<file path="src/rtl/mc_initiator.sv">
// mc_initiator
// Host-side initiator for the mc_dut memory controller. Accepts single-beat
// writes and incrementing read bursts on a valid/ready request channel,
// drives them onto the controller pins one access at a time, and returns one
// response per beat on a valid/ready response channel.
//
// Ports:
//   clk, reset        clock (posedge) and asynchronous active-low reset
//   req_valid/ready   command handshake; req_ready only high when idle
//   req_wr            1 = write, 0 = read
//   req_addr          start address
//   req_wdata         write data (reads ignore it)
//   req_len           read beats minus one (writes ignore it)
//   rsp_valid/ready   response beat handshake
//   rsp_rdata         read data, 0 on write responses
//   rsp_err           controller slv_error sampled for this beat
//   rsp_last          final beat of the command
//   mc_en, mc_w_r     controller enable and write/read select
//   mc_addr, mc_wdata controller address and write data
//   mc_rdata          controller read data
//   mc_slv_error      controller error flag
module mc_initiator #(
  parameter int DATA_WIDTH = 8,
  parameter int ADDR_WIDTH = 8,
  parameter int LEN_WIDTH  = 4
) (
  input  logic                  clk,
  input  logic                  reset,
  input  logic                  req_valid,
  output logic                  req_ready,
  input  logic                  req_wr,
  input  logic [ADDR_WIDTH-1:0] req_addr,
  input  logic [DATA_WIDTH-1:0] req_wdata,
  input  logic [LEN_WIDTH-1:0]  req_len,
  output logic                  rsp_valid,
  input  logic                  rsp_ready,
  output logic [DATA_WIDTH-1:0] rsp_rdata,
  output logic                  rsp_err,
  output logic                  rsp_last,
  output logic                  mc_en,
  output logic                  mc_w_r,
  output logic [ADDR_WIDTH-1:0] mc_addr,
  output logic [DATA_WIDTH-1:0] mc_wdata,
  input  logic [DATA_WIDTH-1:0] mc_rdata,
  input  logic                  mc_slv_error
);

  typedef enum logic [2:0] {
    IDLE,
    WR,
    WR_RSP,
    RD_ISSUE,
    RD_WAIT,
    RD_RSP
  } state_t;

  state_t                state_q, state_d;
  logic [ADDR_WIDTH-1:0] addr_q, addr_d;
  logic [LEN_WIDTH-1:0]  cnt_q, cnt_d;
  logic                  req_ready_q, req_ready_d;
  logic                  rsp_valid_q, rsp_valid_d;
  logic [DATA_WIDTH-1:0] rsp_rdata_q, rsp_rdata_d;
  logic                  rsp_err_q, rsp_err_d;
  logic                  rsp_last_q, rsp_last_d;
  logic                  mc_en_q, mc_en_d;
  logic                  mc_w_r_q, mc_w_r_d;
  logic [ADDR_WIDTH-1:0] mc_addr_q, mc_addr_d;
  logic [DATA_WIDTH-1:0] mc_wdata_q, mc_wdata_d;

  // All outputs are registered: the next-cycle value of every pin is decided
  // here alongside the next state, so mc_en is high exactly for the cycle the
  // FSM spends in WR or RD_ISSUE.
  always_comb begin
    state_d     = state_q;
    addr_d      = addr_q;
    cnt_d       = cnt_q;
    rsp_valid_d = rsp_valid_q;
    rsp_rdata_d = rsp_rdata_q;
    rsp_err_d   = rsp_err_q;
    rsp_last_d  = rsp_last_q;
    mc_en_d     = 1'b0;
    mc_w_r_d    = 1'b0;
    mc_addr_d   = mc_addr_q;
    mc_wdata_d  = mc_wdata_q;

    case (state_q)
      IDLE: begin
        if (req_valid && req_ready_q) begin
          addr_d    = req_addr;
          cnt_d     = req_len;
          mc_en_d   = 1'b1;
          mc_addr_d = req_addr;
          if (req_wr) begin
            state_d    = WR;
            mc_w_r_d   = 1'b1;
            mc_wdata_d = req_wdata;
          end else begin
            state_d = RD_ISSUE;
          end
        end
      end
      WR: begin
        // The controller reports slv_error for the write on this edge.
        state_d     = WR_RSP;
        rsp_valid_d = 1'b1;
        rsp_last_d  = 1'b1;
        rsp_rdata_d = '0;
        rsp_err_d   = mc_slv_error;
      end
      WR_RSP: begin
        if (rsp_ready) begin
          state_d     = IDLE;
          rsp_valid_d = 1'b0;
          rsp_last_d  = 1'b0;
        end
      end
      RD_ISSUE: begin
        state_d = RD_WAIT;
      end
      RD_WAIT: begin
        // mc_dut registered data_out on the previous edge; capture it now.
        state_d     = RD_RSP;
        rsp_valid_d = 1'b1;
        rsp_rdata_d = mc_rdata;
        rsp_err_d   = mc_slv_error;
        rsp_last_d  = (cnt_q == '0);
      end
      RD_RSP: begin
        // The next beat is only issued once this one is taken, so a stalled
        // host can never cause read data to be overwritten.
        if (rsp_ready) begin
          rsp_valid_d = 1'b0;
          rsp_last_d  = 1'b0;
          if (cnt_q != '0) begin
            state_d   = RD_ISSUE;
            cnt_d     = cnt_q - 1'b1;
            addr_d    = addr_q + 1'b1;
            mc_en_d   = 1'b1;
            mc_addr_d = addr_q + 1'b1;
          end else begin
            state_d = IDLE;
          end
        end
      end
      default: begin
        state_d = IDLE;
      end
    endcase

    req_ready_d = (state_d == IDLE);
  end

  always_ff @(posedge clk or negedge reset) begin
    if (!reset) begin
      state_q     <= IDLE;
      addr_q      <= '0;
      cnt_q       <= '0;
      req_ready_q <= 1'b0;
      rsp_valid_q <= 1'b0;
      rsp_rdata_q <= '0;
      rsp_err_q   <= 1'b0;
      rsp_last_q  <= 1'b0;
      mc_en_q     <= 1'b0;
      mc_w_r_q    <= 1'b0;
      mc_addr_q   <= '0;
      mc_wdata_q  <= '0;
    end else begin
      state_q     <= state_d;
      addr_q      <= addr_d;
      cnt_q       <= cnt_d;
      req_ready_q <= req_ready_d;
      rsp_valid_q <= rsp_valid_d;
      rsp_rdata_q <= rsp_rdata_d;
      rsp_err_q   <= rsp_err_d;
      rsp_last_q  <= rsp_last_d;
      mc_en_q     <= mc_en_d;
      mc_w_r_q    <= mc_w_r_d;
      mc_addr_q   <= mc_addr_d;
      mc_wdata_q  <= mc_wdata_d;
    end
  end

  assign req_ready = req_ready_q;
  assign rsp_valid = rsp_valid_q;
  assign rsp_rdata = rsp_rdata_q;
  assign rsp_err   = rsp_err_q;
  assign rsp_last  = rsp_last_q;
  assign mc_en     = mc_en_q;
  assign mc_w_r    = mc_w_r_q;
  assign mc_addr   = mc_addr_q;
  assign mc_wdata  = mc_wdata_q;

endmodule

</file>
<file path="config.mk">
export PLATFORM = sky130hd
export DESIGN_NAME = mc_initiator
export DESIGN_NICKNAME = d
export VERILOG_FILES = /design/src/rtl/mc_initiator.sv
export SDC_FILE = /design/constraint.sdc
export NUM_CORES = 1
export LEC_CHECK = 0
export ABC_CLOCK_PERIOD_IN_PS = 1940
export BUFFER_PORTS_ARGS = -buffer_cell sky130_fd_sc_hd__buf_2
export CAP_MARGIN = 20
export CORE_ASPECT_RATIO = 1.75
export CORE_UTILIZATION = 49
export DETAILED_ROUTE_END_ITERATION = 10
export HOLD_SLACK_MARGIN = 0.12
export PLACE_DENSITY = 0.77
export REMOVE_ABC_BUFFERS = 1
export SKIP_LAST_GASP = 1
export SYNTH_ARGS = -nofsm -noshare
export SYNTH_HDL_FRONTEND = slang
export SYNTH_SLANG_ARGS = --single-unit
export TNS_END_PERCENT = 10
</file>
<file path="constraint.sdc">
create_clock -name clk -period 1.94 [get_ports clk]
set_input_delay 0.485 -clock clk [delete_from_list [all_inputs] [get_ports clk]]
set_output_delay 0.485 -clock clk [all_outputs]
set_load 0.005 [all_outputs]
</file>
-- Word-level counts from Yosys, hierarchy flattened
Cells that the tools add are included.
- add/sub/neg operators: 2
- reductions and logical operators: 15
- equal/unequal tests: 9
- mux-type cells: 25
- operators by type and width (operator ; number):
    8-bit one-hot mux with 2 select lines ; 2
    8-bit 2-to-1 mux ; 3
    3-bit one-hot mux with 6 select lines ; 1
    4-bit 2-to-1 mux ; 3
    3-bit 2-to-1 mux ; 3
    8-bit by 1-bit adder with 8-bit output (second input constant) ; 1
    4-bit one-hot mux with 2 select lines ; 1
    1-bit 2-to-1 mux ; 7
    3-bit by 2-bit == test with 1-bit output (second input constant) ; 2
    3-bit == test (second input constant) ; 2
    3-bit zero test ; 2
    2-bit inequality test (second input constant) ; 3
    2-bit nonzero test ; 3
    4-bit zero test ; 1
    2-bit 2-to-1 mux ; 2
    1-bit one-hot mux with 2 select lines ; 2
    2-bit AND reduction ; 2
    4-bit AND reduction ; 1
    4-bit nonzero test ; 1
    2-bit OR reduction ; 2
    4-bit by 1-bit subtractor with 4-bit output (second input constant) ; 1
    3-bit by 1-bit == test with 1-bit output (second input constant) ; 1
    1-bit one-hot mux with 3 select lines ; 1
    3-bit AND reduction ; 1
    3 further kinds ; 3
- output and inout bits: 30
- register bits: 37
- input bits: 34
- logic and storage cells: 62

-- Depth between registers and ports, before layout
Gate-level depths: netlist (run 1).
- depth after elaboration: 5
- depth in mapped cells: 8
- depth with buffers taken out: 7

-- Worst setup path before layout (run 1)
OpenSTA, ideal clock, no wires.
- path kind: register -> register
- from: reg cnt_q[0]
- to: reg cnt_q[3]
- required time: 1.819 ns
- slack: 0.277 ns
- stages on the path, launching flop included: 9
- period minus slack after synthesis: 1.663 ns
- path buffers: 1
- data arrival time: 1.542 ns
- setup time: 0.121 ns
- cells stage by stage: dfrtp_1 > inv_1 > ha_1 > nor3b_1 > o32a_1 > buf_6 > clkinv_8 > o21ai_2 > a22o_1
- longest elaborated chain between the ends: 4
- elaborated cells on any way between the ends: 7
- classes of those cells: 1 x add/sub; 1 x eq/ne; 3 x mux; 2 x reduce/logical
- RTL lines (element ; line ; RTL):
    from (decl) ; 59 ; logic [LEN_WIDTH-1:0] cnt_q, cnt_d;
    from (signal assigned) ; 170 ; cnt_q <= cnt_d;
    4-bit by 1-bit subtractor with 4-bit output ; 136 ; cnt_d = cnt_q - 1'b1;
    4-bit 2-to-1 mux ; 134 ; if (cnt_q != '0) begin
    4-bit 2-to-1 mux ; 131 ; if (rsp_ready) begin
    4-bit one-hot mux with 2 select lines ; 86 ; case (state_q)
Parallel ways exist; a longest one is shown, timed or not. The select of a mux whose other input is x is not followed.
A chain may end at the register's enable or synchronous reset.

-- Worst setup path in the final report (run 1)
- from: reg cnt_q[0]
- to: reg mc_addr_q[7] (netlist: mc_addr[7])
- longest elaborated chain between the ends: 3
- RTL lines (element ; line ; RTL):
    4-bit nonzero test ; 134 ;
    2-bit inequality test (no source line) ; n/a ;
    4-bit AND reduction (no source line) ; n/a ;
    to (signal assigned) ; 178 ; mc_addr_q <= mc_addr_d;
    to (decl) ; 67 ; logic [ADDR_WIDTH-1:0] mc_addr_q, mc_addr_d;
No other way between the ends.

==> flow_metrics.env, run 1 <==
export IMPL_ir_drop_mv=0.796
export IMPL_fp_dieW_um=48.5
export IMPL_drc=0
export IMPL_area_growth_pct=25.1
export IMPL_wire_per_inst_um=12.8
export IMPL_root_buffer="clkbuf_8"
export IMPL_rows=29
export IMPL_arrival_ns=1.98
export IMPL_power_per_cell_area_mw_per_mm2=1540
export IMPL_place_congestion=0.764
export IMPL_synth_area_sq_mm=0.00185
export IMPL_status="finished clean"
export IMPL_clock_latency_ns=0.29
export IMPL_power_leakage_nw=1.12
export IMPL_period_share_pct=90.6
export IMPL_seq_area_frac_synth_pct=50.0
export IMPL_grt_max_degree=24
export IMPL_syn_inst=189
export IMPL_final_max_slew_violation_count=0
export IMPL_cp_slowest_cell="o32a_1"
export IMPL_clockBufferDepth=2
export IMPL_wl_mm=3.90
export IMPL_tightest_slew_ns=0.437
export IMPL_grt_overflow=0
export IMPL_drt_initial_drc_count=31
export IMPL_ys_ff_latch=37
export IMPL_crit_fanout=9
export IMPL_cts_tree="built"
export IMPL_postCtsSetupRepairBufs=0
export IMPL_hpwl_mm=2.90
export IMPL_setup_viol=0
export IMPL_whs_ns=0.120
export IMPL_rsz0062_at_grt="no"
export IMPL_timing_fmax_mhz=569
export IMPL_finalInstanceArea_sq_mm=0.00232
export IMPL_cp_start_kind="flip-flop"
export IMPL_cp_end_kind="flip-flop"
export IMPL_path_cells="inv_1 -> ha_1 -> nor3b_2 -> o32a_1 -> buf_4 -> a21oi_1 -> a2bb2oi_1"
export IMPL_postPlaceCellArea_sq_mm=0.00223
export IMPL_synth_avg_cell_area_sq_um=9.80
export IMPL_final_core_util_pct=63.9
export IMPL_finalHoldViolCount=0
export IMPL_grt_util_all_layers_pct=21.2
export IMPL_cts_inserted_buffers=5
export IMPL_drv_cap=0
export IMPL_portBuffers=63
export IMPL_num_vias=1613
export IMPL_layout_drive_gt1_share_pct=37.1
export IMPL_nNetsFinal=294
export IMPL_mostFrequentLayoutCells="63 x buf_2, 37 x dfrtp_1, 28 x nand2_1"
export IMPL_clock_skew_ns=0.00840
export IMPL_clk_pin_slew_ns=0.08
export IMPL_ctsHoldBuffers=0
export IMPL_hold_path_class="input port to asynchronous set/reset pin"
export IMPL_final_common_cell="buf_2"
export IMPL_start_util_pct=51.0
export IMPL_core_area_sq_mm=0.00363
export IMPL_dieArea_sq_mm=0.00404
export IMPL_slowest_delay_ns=0.38
export IMPL_grt_first_pass_wirelength_mm=6.61
export IMPL_boundaryPins=64
export IMPL_die_h_um=83.3
export IMPL_grt_pass1_vias=1576
export IMPL_post_cts_resize_count=0
export IMPL_dp_cells=297
export IMPL_tns_ns=0
export IMPL_worst_ep_required_time_ns=2.16
export IMPL_ant_nets=0
export IMPL_cts_max_level=2
export IMPL_diodes=0
export IMPL_max_slew_margin_pct=70.9
export IMPL_period_minus_slack_ns=1.76
export IMPL_yosysWarnings=0
export IMPL_cts_sinks=37
export IMPL_first_pass_iters=4
export IMPL_grt_antenna_before_repair=0
export IMPL_crit_type="flip-flop to flip-flop"
export IMPL_fin_cells=305
export IMPL_ys_types=37
export IMPL_routed_via_density=5.29
==> report_power, final <==
part	internal (mW)	switching, mW
combinational	0.818	0.792
sequential	1.14	0.284
clock	0.248	0.280
total	2.21	1.36
==> layout make-up <==
class	instances	area [sq um]
flip-flops and latches	37	926
clock buffers	5	68.8
well taps	46	57.6
clock inverters	3	17.5
multi-input cells	135	822
repair buffers	73	390
fillers	346	1310
inverters	6	35.0
==> metrics by stage <==
step           power (mW)  worst slack (ns)
6_report             3.57             0.183
5_1_grt              3.86            0.0508
4_1_cts              3.60             0.112
3_5_place_dp         3.06             0.126
3_3_place_gp         3.02             0.209
2_1_floorplan        2.39             0.149
==> metal layers <==
metal	vias to the layer above	track usage [%]	wire [um]
li1	805	-	-
met1	757	21.9	1470
met2	42	38.9	2190
met3	9	4.21	140
met4	0	11.5	103
met5	-	0	0
==> flip-flops by register name, indices dropped and copies added (netlist names) <==
| name | flops |
|---|---|
| rsp_err | 1 |
| rsp_valid | 1 |
| mc_w_r | 1 |
| cnt_q | 4 |
| mc_wdata | 8 |
| mc_addr | 8 |
| rsp_rdata | 8 |
| mc_en | 1 |
| req_ready | 1 |
| rsp_last | 1 |
| state_q | 3 |
==> logic make-up (layout without fill, tap and decap cells) <==
kind of cell	after synthesis	count (layout)	share of synthesized area, %
AO/OA/AOI/OAI	55	55	17.7
XOR/XNOR	1	1	0.473
adder cells (fa/ha/maj)	2	2	1.35
buffers and inverters	17	87	5.88
flip-flops	37	37	50.0
multiplexers	10	10	6.01
AND/OR/NAND/NOR	67	67	18.6
==> Yosys cell counts <==
library cell | count | area share [%]
a211oi_1 | 2 | 0.81
a21oi_1 | 20 | 5.4
a22o_1 | 1 | 0.47
a2bb2oi_1 | 3 | 1.4
a31oi_1 | 1 | 0.34
a32o_1 | 2 | 1.1
and3_1 | 2 | 0.68
and3b_1 | 1 | 0.47
buf_2 | 2 | 0.54
buf_6 | 4 | 2.4
clkbuf_1 | 5 | 1.0
clkinv_8 | 1 | 0.88
dfrtp_1 | 37 | 50
ha_1 | 2 | 1.4
inv_1 | 5 | 1.0
mux2_2 | 9 | 5.5
mux2i_1 | 1 | 0.54
nand2_1 | 28 | 5.7
nand2_2 | 1 | 0.34
nand2b_1 | 3 | 1.0
nand3_1 | 8 | 2.2
nand3b_1 | 2 | 0.81
nand3b_2 | 1 | 0.61
nand4bb_1 | 1 | 0.61
nor2_1 | 5 | 1.0
nor2b_1 | 9 | 3.0
nor3_1 | 3 | 0.81
nor3_2 | 1 | 0.54
nor3b_1 | 2 | 0.81
o211ai_1 | 2 | 0.81
o21ai_0 | 17 | 4.6
o21ai_1 | 1 | 0.27
o21ai_2 | 1 | 0.47
o22ai_1 | 3 | 1.0
o2bb2ai_1 | 1 | 0.47
o32a_1 | 1 | 0.54
xnor2_1 | 1 | 0.47
==> worst paths after layout <==
check | startpoint | endpoint | slack (ns) | depth (start not counted)
worst max-delay path | cnt_q[0] | mc_addr[7] | 0.18 | 7
worst min-delay path | reset | mc_wdata[1] | 0.12 | 1
worst max register to register | cnt_q[0] | mc_addr[7] | 0.18 | 7
worst min register to register | rsp_rdata[0] | rsp_rdata[0] | 0.49 | 2
max in group asynchronous | reset | rsp_err | 1.25 | 2
min in group clk | req_wdata[3] | mc_wdata[3] | 0.42 | 2
==> critical path: cells and delay by family, from the launching register on <==
kind / cells / cell delay [ns]
AO/OA/AOI/OAI: 3 / 0.66
AND/OR/NAND/NOR: 1 / 0.17
adder cells (fa/ha/maj): 1 / 0.22
flip-flops: 1 / 0.36
buffers and inverters: 2 / 0.26
(Power assumes the default switching activity.)
==> run 2, diff against run 1 <==
- ABC_CLOCK_PERIOD_IN_PS: 1940 -> 1700
- PLACE_DENSITY: 0.77 -> 0.89
- clock period: 1.94 -> 1.7 ns (I/O delays scaled with it)
==> flow_metrics.env, run 2 (synthesis results as in run 1) <==
export IMPL_portBuffers=63
export IMPL_period_share_pct=99.5
export IMPL_grt_antenna_before_repair=0
export IMPL_start_util_pct=51.0
export IMPL_crit_fanout=4
export IMPL_postCtsSetupRepairBufs=0
export IMPL_cts_inserted_buffers=5
export IMPL_switching_power_mw=1.65
export IMPL_fin_cells=312
export IMPL_layout_drive_gt1_share_pct=39.8
export IMPL_clk_pin_slew_ns=0.08
export IMPL_slowest_delay_ns=0.37
export IMPL_grt_first_pass_wirelength_mm=7.18
export IMPL_hold_path_class="input port to flip-flop"
export IMPL_final_common_cell="buf_2"
export IMPL_path_cells="inv_1 -> ha_1 -> nor3b_4 -> o32a_4 -> buf_4 -> a21oi_2 -> a2bb2oi_1"
export IMPL_die_h_um=83.3
export IMPL_cts_max_level=2
export IMPL_first_pass_iters=4
export IMPL_cp_end_kind="flip-flop"
export IMPL_rows=29
export IMPL_fp_dieW_um=48.5
export IMPL_setup_viol=0
export IMPL_crit_type="flip-flop to flip-flop"
export IMPL_final_core_util_pct=67.1
export IMPL_period_minus_slack_ns=1.69
export IMPL_grtUsageMet3_pct=6.23
export IMPL_drt_initial_drc_count=23
export IMPL_path_buf_inv=2
export IMPL_drc=0
export IMPL_timing_fmax_mhz=591
export IMPL_wire_per_inst_um=13.5
export IMPL_power_leakage_nw=1.18
export IMPL_routed_via_density=5.49
export IMPL_combPwrFrac_pct=47.9
export IMPL_clock_skew_ns=0.00958
export IMPL_place_congestion=0.832
export IMPL_p_seq_share_pct=37.2
export IMPL_rrSetupSlack_ns=0.009
export IMPL_power_per_cell_area_mw_per_mm2=1790
export IMPL_finalHoldViolCount=0
export IMPL_fillers=305
export IMPL_hpwl_mm=3.05
export IMPL_grt_overflow=0
export IMPL_area_growth_pct=31.5
export IMPL_cp_top_family="compound AO/OA/AOI/OAI gates"
export IMPL_switching_share_pct=38.0
export IMPL_intPower_mw=2.70
export IMPL_cp_start_kind="flip-flop"
export IMPL_dp_cells=303
export IMPL_boundaryPins=64
export IMPL_wl_mm=4.23
export IMPL_cp_slowest_cell="o32a_4"
export IMPL_arrival_ns=1.91
export IMPL_dieArea_sq_mm=0.00404
export IMPL_grt_pass1_vias=1722
export IMPL_ir_drop_mv=1.14
export IMPL_clockBufferDepth=2
export IMPL_worst_ep_required_time_ns=1.92
export IMPL_rsz0062_at_grt="yes"
export IMPL_num_vias=1714
export IMPL_cts_tree="built"
export IMPL_use_met2_pct=43.4
export IMPL_ant_nets=0
export IMPL_drv_cap=0
export IMPL_root_buffer="clkbuf_8"
export IMPL_use_met1_pct=21.6
export IMPL_final_max_slew_violation_count=0
export IMPL_grt_util_all_layers_pct=23.0
export IMPL_grt_busiest_layer="met2"
export IMPL_max_slew_margin_pct=72.3
export IMPL_cts_sinks=37
export IMPL_grt_max_degree=24
export IMPL_nNetsFinal=301
export IMPL_status="finished clean"
export IMPL_tns_ns=0
export IMPL_diodes=0
export IMPL_mostFrequentLayoutCells="63 x buf_2, 37 x dfrtp_1, 28 x nand2_1"
export IMPL_tightest_slew_ns=0.416
export IMPL_core_area_sq_mm=0.00363
export IMPL_clock_latency_ns=0.30
export IMPL_clkPwrFrac_pct=14.9
-- run 2: cell types whose count changed in the layout (fill, tap and decap cells not counted), moves of 2 or more --
cell,before,now
buf_4,10,14
buf_12,0,2
a21oi_2,0,2
a21oi_1,20,18
-- run 2: per-layer routing --
layer | wire, um | up-vias
met2 | 2350 | 60
met5 | 0 | -
met3 | 218 | 16
met4 | 146 | 0
met1 | 1510 | 819
li1 | - | 819
-- run 2: power by group through the flow --
stage	combinational [mW]	clock [mW]	sequential [mW]
floorplan	1.03	0	1.69
global placement	1.95	0	1.59
detailed placement	2.01	0	1.63
CTS	2.04	0.661	1.61
global route	2.32	0.702	1.68
finish	2.08	0.648	1.62
-- run 2: final timing paths --
check,startpoint,endpoint,depth (start not counted)
setup / recovery,cnt_q[0],mc_addr[5],7
hold / removal,req_wdata[2],mc_wdata[2],2
setup reg to reg,cnt_q[0],mc_addr[5],7
hold reg to reg,rsp_rdata[2],rsp_rdata[2],2
max in group asynchronous,reset,cnt_q[2],3
min in group asynchronous,reset,rsp_rdata[3],2
-- run 2: what timing repair did --
action | 4_1_cts | 5_1_grt
endpoints found under the hold margin | 17 | 0
pin swaps | 1 | 0
gates resized for setup | 2 | 5
endpoints found under the setup margin | 13 | 13
hold buffers | 1 | 0
-- run 2: through the flow --
stage                     instance area [sq um]  total power [mW]  setup WS, ns  hold slack [ns]
after CTS                                  2410              4.31      -0.00844            0.356
final                                      2430              4.35       0.00934            0.362
after global placement                     2300              3.54       -0.0550            0.383
after detailed placement                   2300              3.63        -0.116            0.381
after floorplan                            1780              2.73       -0.0907            0.129
after global routing                       2430              4.71       -0.0475            0.353
-- run 2: area by class of cell --
type / count / area [sq um] / share of cell area [%]
clock buffer: 6 / 82.6 / 3.39
clock inverter: 2 / 13.8 / 0.565
inverter: 6 / 35.0 / 1.44
multi-input combinational: 135 / 850 / 34.9
sequential: 37 / 926 / 38.0
tap: 46 / 57.6 / 2.36
timing repair buffer: 80 / 470 / 19.3
